`src/rtl/conv_layer_ctrl_if.sv`:
```
// Handshake and datapath-control bundle between conv_layer_ctrl and its
// memory/MAC datapath. master = controller side, slave = datapath/stream side.
interface conv_layer_ctrl_if #(
    parameter int N = 64,
    parameter int M = 9,
    parameter int P = 8
);
    localparam int AW = $clog2(N);
    localparam int KW = $clog2(M);
    localparam int PW = $clog2(P);

    logic          x_valid;
    logic          x_ready;
    logic          xmem_wr_en;
    logic [AW-1:0] xmem_wr_addr;
    logic          rd_en;
    logic [KW-1:0] rd_k;
    logic [AW-1:0] rd_base;
    logic          mac_en;
    logic          mac_clr;
    logic          out_load;
    logic          y_valid;
    logic          y_ready;
    logic [PW-1:0] y_sel;

    modport master (
        input  x_valid, y_ready,
        output x_ready, xmem_wr_en, xmem_wr_addr, rd_en, rd_k, rd_base,
               mac_en, mac_clr, out_load, y_valid, y_sel
    );

    modport slave (
        output x_valid, y_ready,
        input  x_ready, xmem_wr_en, xmem_wr_addr, rd_en, rd_k, rd_base,
               mac_en, mac_clr, out_load, y_valid, y_sel
    );
endinterface

```
`src/rtl/conv_layer_ctrl.sv`:
```
// Load / compute / drain sequencer for one 1-D convolution layer (no arithmetic).
// Define CONV_CTRL_OVERLAP_EN to overlap the next group's compute with the current drain.
module conv_layer_ctrl #(
    parameter int N = 64,
    parameter int M = 9,
    parameter int P = 8
) (
    input  logic               clk,
    input  logic               reset,
    conv_layer_ctrl_if.master  bus
);
    localparam int NOUT = N - M + 1;
    localparam int AW   = $clog2(N);
    localparam int KW   = $clog2(M);
    localparam int PW   = $clog2(P);
    localparam int TW   = $clog2(M + 3);

    localparam logic [TW-1:0] T_RD_END = TW'(M);
    localparam logic [TW-1:0] T_OUT    = TW'(M + 2);
    localparam logic [AW-1:0] LD_LAST  = AW'(N - 1);
    localparam logic [AW-1:0] STEP     = AW'(P);

    typedef enum logic [1:0] {LOAD, COMPUTE, DRAIN} state_e;

    state_e        state_q, state_d;
    logic [AW-1:0] ld_cnt_q, ld_cnt_d;
    logic [AW-1:0] base_q, base_d;
    logic [TW-1:0] t_q, t_d;
    logic          comp_act_q, comp_act_d;
    logic [PW-1:0] lane_q, lane_d;
    logic [1:0]    en_pipe_q, en_pipe_d;
    logic [1:0]    clr_pipe_q, clr_pipe_d;

    logic          rd_en_i;
    logic          comp_done;
    logic          x_acc;
    logic          y_acc;
    logic [31:0]   remain;
    logic [31:0]   lanes;
    logic          lane_last;
    logic          has_next;

    always_comb begin
        rd_en_i   = comp_act_q && (t_q < T_RD_END);
        comp_done = comp_act_q && (t_q == T_OUT);
        x_acc     = (state_q == LOAD) && bus.x_valid;
        y_acc     = (state_q == DRAIN) && bus.y_ready;
        remain    = 32'(NOUT) - 32'(base_q);
        lanes     = (remain < 32'(P)) ? remain : 32'(P);
        lane_last = (32'(lane_q) == lanes - 32'd1);
        has_next  = (32'(base_q) + 32'(P)) < 32'(NOUT);
    end

    always_ff @(posedge clk) begin
        if (!reset) begin
            state_q    <= LOAD;
            ld_cnt_q   <= '0;
            base_q     <= '0;
            t_q        <= '0;
            comp_act_q <= 1'b0;
            lane_q     <= '0;
            en_pipe_q  <= '0;
            clr_pipe_q <= '0;
        end else begin
            state_q    <= state_d;
            ld_cnt_q   <= ld_cnt_d;
            base_q     <= base_d;
            t_q        <= t_d;
            comp_act_q <= comp_act_d;
            lane_q     <= lane_d;
            en_pipe_q  <= en_pipe_d;
            clr_pipe_q <= clr_pipe_d;
        end
    end

    always_comb begin
        state_d    = state_q;
        ld_cnt_d   = ld_cnt_q;
        base_d     = base_q;
        t_d        = t_q;
        comp_act_d = comp_act_q;
        lane_d     = lane_q;
        // one cycle for memory read, one for the multiplier register
        en_pipe_d  = {en_pipe_q[0], rd_en_i};
        clr_pipe_d = {clr_pipe_q[0], rd_en_i && (t_q == '0)};

        // t saturates at the out_load slot so an overlapped group can wait there
        if (comp_act_q && (t_q != T_OUT)) begin
            t_d = t_q + 1'b1;
        end

        unique case (state_q)
            LOAD: begin
                if (x_acc) begin
                    if (ld_cnt_q == LD_LAST) begin
                        ld_cnt_d   = '0;
                        base_d     = '0;
                        t_d        = '0;
                        comp_act_d = 1'b1;
                        state_d    = COMPUTE;
                    end else begin
                        ld_cnt_d = ld_cnt_q + 1'b1;
                    end
                end
            end
            COMPUTE: begin
                if (comp_done) begin
                    state_d = DRAIN;
`ifdef CONV_CTRL_OVERLAP_EN
                    if (has_next) begin
                        t_d        = '0;
                        comp_act_d = 1'b1;
                    end else begin
                        comp_act_d = 1'b0;
                    end
`else
                    comp_act_d = 1'b0;
`endif
                end
            end
            DRAIN: begin
                if (y_acc) begin
                    if (lane_last) begin
                        lane_d = '0;
                        base_d = base_q + STEP;
                        if (has_next) begin
                            state_d = COMPUTE;
`ifndef CONV_CTRL_OVERLAP_EN
                            t_d        = '0;
                            comp_act_d = 1'b1;
`endif
                        end else begin
                            state_d = LOAD;
                        end
                    end else begin
                        lane_d = lane_q + 1'b1;
                    end
                end
            end
            default: state_d = LOAD;
        endcase
    end

    always_comb begin
        bus.x_ready      = 1'b0;
        bus.xmem_wr_en   = 1'b0;
        bus.xmem_wr_addr = '0;
        bus.rd_en        = 1'b0;
        bus.rd_k         = '0;
        bus.rd_base      = '0;
        bus.mac_en       = 1'b0;
        bus.mac_clr      = 1'b0;
        bus.out_load     = 1'b0;
        bus.y_valid      = 1'b0;
        bus.y_sel        = '0;
        if (reset) begin
            bus.x_ready      = (state_q == LOAD);
            bus.xmem_wr_en   = x_acc;
            bus.xmem_wr_addr = ld_cnt_q;
            bus.rd_en        = rd_en_i;
            bus.rd_k         = rd_en_i ? t_q[KW-1:0] : '0;
`ifdef CONV_CTRL_OVERLAP_EN
            // while draining, reads belong to the following group
            bus.rd_base      = (state_q == DRAIN) ? (base_q + STEP) : base_q;
`else
            bus.rd_base      = base_q;
`endif
            bus.mac_en       = en_pipe_q[1];
            bus.mac_clr      = clr_pipe_q[1];
            bus.out_load     = (state_q == COMPUTE) && comp_done;
            bus.y_valid      = (state_q == DRAIN);
            bus.y_sel        = (state_q == DRAIN) ? lane_q : '0;
        end
    end
endmodule

```
`src/flat_wrapper.sv`:
```
// flat-port wrapper written by rule: the top's interface ports become plain ports
module conv_layer_ctrl_flat 
#(
    parameter int N = 64,
    parameter int M = 9,
    parameter int P = 8
)
  (clk, reset, bus_x_valid, bus_y_ready, bus_x_ready, bus_xmem_wr_en, bus_xmem_wr_addr, bus_rd_en, bus_rd_k, bus_rd_base, bus_mac_en, bus_mac_clr, bus_out_load, bus_y_valid, bus_y_sel);
  conv_layer_ctrl_if #(.N(N), .M(M), .P(P)) bus_i ();
  input  logic clk;
  input  logic reset;
  input wire logic [$bits(bus_i.x_valid)-1:0] bus_x_valid;
  input wire logic [$bits(bus_i.y_ready)-1:0] bus_y_ready;
  output wire logic [$bits(bus_i.x_ready)-1:0] bus_x_ready;
  output wire logic [$bits(bus_i.xmem_wr_en)-1:0] bus_xmem_wr_en;
  output wire logic [$bits(bus_i.xmem_wr_addr)-1:0] bus_xmem_wr_addr;
  output wire logic [$bits(bus_i.rd_en)-1:0] bus_rd_en;
  output wire logic [$bits(bus_i.rd_k)-1:0] bus_rd_k;
  output wire logic [$bits(bus_i.rd_base)-1:0] bus_rd_base;
  output wire logic [$bits(bus_i.mac_en)-1:0] bus_mac_en;
  output wire logic [$bits(bus_i.mac_clr)-1:0] bus_mac_clr;
  output wire logic [$bits(bus_i.out_load)-1:0] bus_out_load;
  output wire logic [$bits(bus_i.y_valid)-1:0] bus_y_valid;
  output wire logic [$bits(bus_i.y_sel)-1:0] bus_y_sel;
  assign bus_i.x_valid = bus_x_valid;
  assign bus_i.y_ready = bus_y_ready;
  assign bus_x_ready = bus_i.x_ready;
  assign bus_xmem_wr_en = bus_i.xmem_wr_en;
  assign bus_xmem_wr_addr = bus_i.xmem_wr_addr;
  assign bus_rd_en = bus_i.rd_en;
  assign bus_rd_k = bus_i.rd_k;
  assign bus_rd_base = bus_i.rd_base;
  assign bus_mac_en = bus_i.mac_en;
  assign bus_mac_clr = bus_i.mac_clr;
  assign bus_out_load = bus_i.out_load;
  assign bus_y_valid = bus_i.y_valid;
  assign bus_y_sel = bus_i.y_sel;
  conv_layer_ctrl #(.N(N), .M(M), .P(P)) u_core (.clk(clk), .reset(reset), .bus(bus_i));
endmodule
```
`config.mk`:
```
export PLATFORM = sky130hd
export DESIGN_NAME = conv_layer_ctrl_flat
export DESIGN_NICKNAME = d
export VERILOG_FILES = /design/src/rtl/conv_layer_ctrl_if.sv /design/src/rtl/conv_layer_ctrl.sv /design/src/flat_wrapper.sv
export SDC_FILE = /design/constraint.sdc
export NUM_CORES = 1
export LEC_CHECK = 0
export BUFFER_PORTS_ARGS = -buffer_cell sky130_fd_sc_hd__buf_2
export CAP_MARGIN = 15
export CORE_MARGIN = 4
export CORE_UTILIZATION = 55
export CTS_CLUSTER_DIAMETER = 30
export CTS_CLUSTER_SIZE = 40
export DETAILED_ROUTE_END_ITERATION = 16
export GPL_ROUTABILITY_DRIVEN = 0
export GPL_TIMING_DRIVEN = 0
export PLACE_DENSITY = 0.8
export SYNTH_ARGS = -nofsm -noshare
export SYNTH_HDL_FRONTEND = slang
export SYNTH_SLANG_ARGS = --single-unit
export TNS_END_PERCENT = 1
```
`constraint.sdc`:
```
create_clock -name clk -period 2.8 [get_ports clk]
set_input_delay 0.28 -clock clk [delete_from_list [all_inputs] [get_ports clk]]
set_output_delay 0.28 -clock clk [all_outputs]
set_load 0.02 [all_outputs]
```
==> results.ini <==
[run_status]
status = finished, final reports clean

[cells_and_area]
fillers = 228
stdcell_area_um2 = 1770
layout.cells.non_filler = 241
drive_above_1_share_pct = 20.4
synthToLayoutAreaGrowth_pct = 15.1
fin_nets = 230
n_antenna_cell = 0

[placed_design]
place_hpwl_um = 2570
pre_cts_slack_ns = 0.178
placed_cells = 237
place_area_um2 = 1740
io_buffers = 26

[sta]
rsz0062_at_grt = false
hold_viol = 0
fin_worst_skew_ns = 0.000745
slew_headroom_pct = 56.2
fin_tns_setup_ns = 0
fin_crit_ns = 2.65
fin_crit_sh_pct = 94.5
worst_slack_ns = 0.155
worst_pin_slew_ns = 0.653
clock.fmax_ghz = 0.378
slew_violations = 0
setup_violations = 0

[synth]
ys_ff_latch = 23
async_flop_share_pct = 0
synth_cell_type_count = 39
yosysSeqAreaShare_pct = 29.9
netlist_area_um2 = 1540
avgSynthCellArea_um2 = 8.94
synthFlopType = dfxtp_1
synth_edf_count = 0
syn_inst = 172
yosys_warnings = 0

[clocking]
cts_buffer_depth = 2
cts-root-buf = clkbuf_4
cts_tree = done
cts_resized = 0
hold_buffers = 0
cts_buffers = 3
cts.htree.levels = 1
clock_latency_ns = 0.32
cts.sinks = 23
path_clk_slew_ns = 0.14
post_cts_buffers = 0

[global_route]
antenna_found_initial = 0
grtUsageTotal_pct = 19.8
grt_pass1_vias = 1307
grt_pass1_wl_um = 5650
grt_max_degree = 15
grt_overflow_total = 0

[detailed_routing]
drt_iter0_drc = 56
drt-pass1-iter-count = 4
wl_per_cell_um = 13.8
ant_nets = 0
drc = 0
drt_wl_total_um = 3340
routed-via-count = 1373
viasPerCell = 5.70

[critical_path]
worst_ep_required_time_ns = 3.06
end_kind = register
rr_endpoint = u_core.base_q[3]$_SDFFE_PN0P_
r2r-start = u_core.base_q[3]$_SDFFE_PN0P_
crit_arrival_ns = 2.90
r2r_slack_ns = 0.15
worstPathCellList = clkbuf_1 -> nand3_1 -> inv_1 -> ha_1 -> inv_1 -> ha_1 -> nor4b_4 -> nand4_4 -> or4_1 -> o211ai_1
cp-startpoint = u_core.base_q[3]$_SDFFE_PN0P_
path_class = reg2reg
slowest_stage = or4_1
worstRegToRegCells = 10
slowest_delay_ns = 0.54
critPathMaxFanout = 10
start_kind = register

[power]
leakagePower_nw = 0.817
ir_worst_vdd_uv = 242
seqPwrFrac_pct = 59.9
power.internal_uw = 406
pwr-share-clk_pct = 29.7
combPwrFrac_pct = 10.4
switching_share_pct = 27.2
power.density_nw_per_um2 = 315
p_sw_uw = 152
finalPower_uw = 557

[floorplan]
start_util_pct = 59.9
placementRows = 18
die_height_um = 60.9
ioPinCount = 30
fp.coreArea_um2 = 2570
die_w_um = 60.9
die_area_um2 = 3710

[min_path]
hp-start = reset
min_to = u_core.en_pipe_q[0]$_SDFF_PN0_
hold_path.class = in2reg
hold_depth = 3

[flow_run]
cap_violations = 0

[Yosys cell counts (3+ instances only)]
library cell	count	area [um2]
a211oi_1	3	22.5
a21oi_1	5	25.0
and2_1	18	113
and3_1	7	43.8
buf_4	4	30.0
clkbuf_1	6	22.5
dfxtp_1	23	460
ha_1	14	175
inv_1	7	26.3
nand2_1	9	33.8
nand3_1	10	50.1
nand3b_1	3	22.5
nand4_1	3	18.8
nor2_1	12	45.0
nor3_1	5	25.0
nor4b_4	3	71.3
or4_1	3	22.5
xor2_1	6	52.6
[worst max path at each step]
stage                                    endpoint  slack [ns]  cells past startpoint
global route        u_core.base_q[3]$_SDFFE_PN0P_       0.009                     10
floorplan           u_core.base_q[3]$_SDFFE_PN0P_        0.40                     10
global placement    u_core.base_q[3]$_SDFFE_PN0P_        0.25                     10
detailed placement  u_core.base_q[3]$_SDFFE_PN0P_        0.18                     10
finish              u_core.base_q[3]$_SDFFE_PN0P_        0.15                     10
CTS                 u_core.base_q[3]$_SDFFE_PN0P_        0.15                     10
[kinds of logic after synthesis]
family / Yosys count / synth area share, %
AND/OR/NAND/NOR: 82 / 35.8
flip-flops: 23 / 29.9
AO/OA/AOI/OAI: 22 / 10.3
buffers and inverters: 19 / 6.18
adder cells (fa/ha/maj): 14 / 11.4
XOR/XNOR: 8 / 4.56
other: 2 / 0.488
multiplexers: 2 / 1.30
[power groups by stage]
stage	Sequential, mW	Clock (mW)	Combinational, mW
final	0.334	0.166	0.0579
after global routing	0.335	0.189	0.0629
after CTS	0.334	0.167	0.0580
after detailed placement	0.341	0	0.0578
after global placement	0.341	0	0.0550
after floorplan	0.340	0	0.0418
[area by class of cell]
type,count,area (um2),area share (%)
multi-input combinational,139,1020,57.4
sequential,23,460,26.0
timing repair buffer,26,130,7.36
buffer,12,68.8,3.89
tap,30,37.5,2.12
inverter,7,26.3,1.49
clock buffer,3,22.5,1.27
clock inverter,1,7.51,0.424
[worst max-delay path, delay by kind of cell, from the launching register on]
kind                     cells  cell delay, ns
flip-flops                   1            0.34
buffers and inverters        3            0.38
AND/OR/NAND/NOR              4            1.25
adder cells (fa/ha/maj)      2            0.44
AO/OA/AOI/OAI                1            0.18
[state kept, by name, summed over array words and instances (netlist names)]
name	cells
u_core.base_q	3
u_core.t_q	4
u_core.lane_q	3
u_core.ld_cnt_q	6
u_core.en_pipe_q	2
u_core.comp_act_q	1
u_core.state_q	2
u_core.clr_pipe_q	2
[cell usage in the layout (no fill, tap or decap), types with 2 or more instances in the layout]
cell type  instances
buf_2             27
dfxtp_1           23
and2_1            18
ha_1              14
nor2_1            12
conb_1            11
nand3_1           10
nand2_1            9
inv_1              7
and3_1             7
clkbuf_1           6
xor2_1             6
nor3_1             5
a21oi_1            5
buf_4              4
a211oi_1           3
nand3b_1           3
nand4_1            3
nor4b_4            3
or4_1              3
clkbuf_4           3
nor2b_1            2
and4_1             2
nand4_4            2
o31ai_1            2
xnor2_1            2
mux2i_1            2
o21ai_0            2
o211ai_1           2
o2111ai_1          2
[stage by stage]
step	hold WS [ns]	util [%]
final	0.269	68.9
after global routing	0.259	68.9
after CTS	0.269	68.9
after detailed placement	0.419	67.7
after global placement	0.416	67.7
after floorplan	0.412	-
[metal layers]
layer | track usage [%] | vias up | share of wire (%)
met3 | 3.40 | 6 | 8.1
met1 | 24.6 | 636 | 40
met5 | 0 | - | 0
met4 | 6.81 | 0 | 1.3
li1 | - | 672 | -
met2 | 34.5 | 59 | 50
Note: power is estimated with default switching activity, not from simulation.
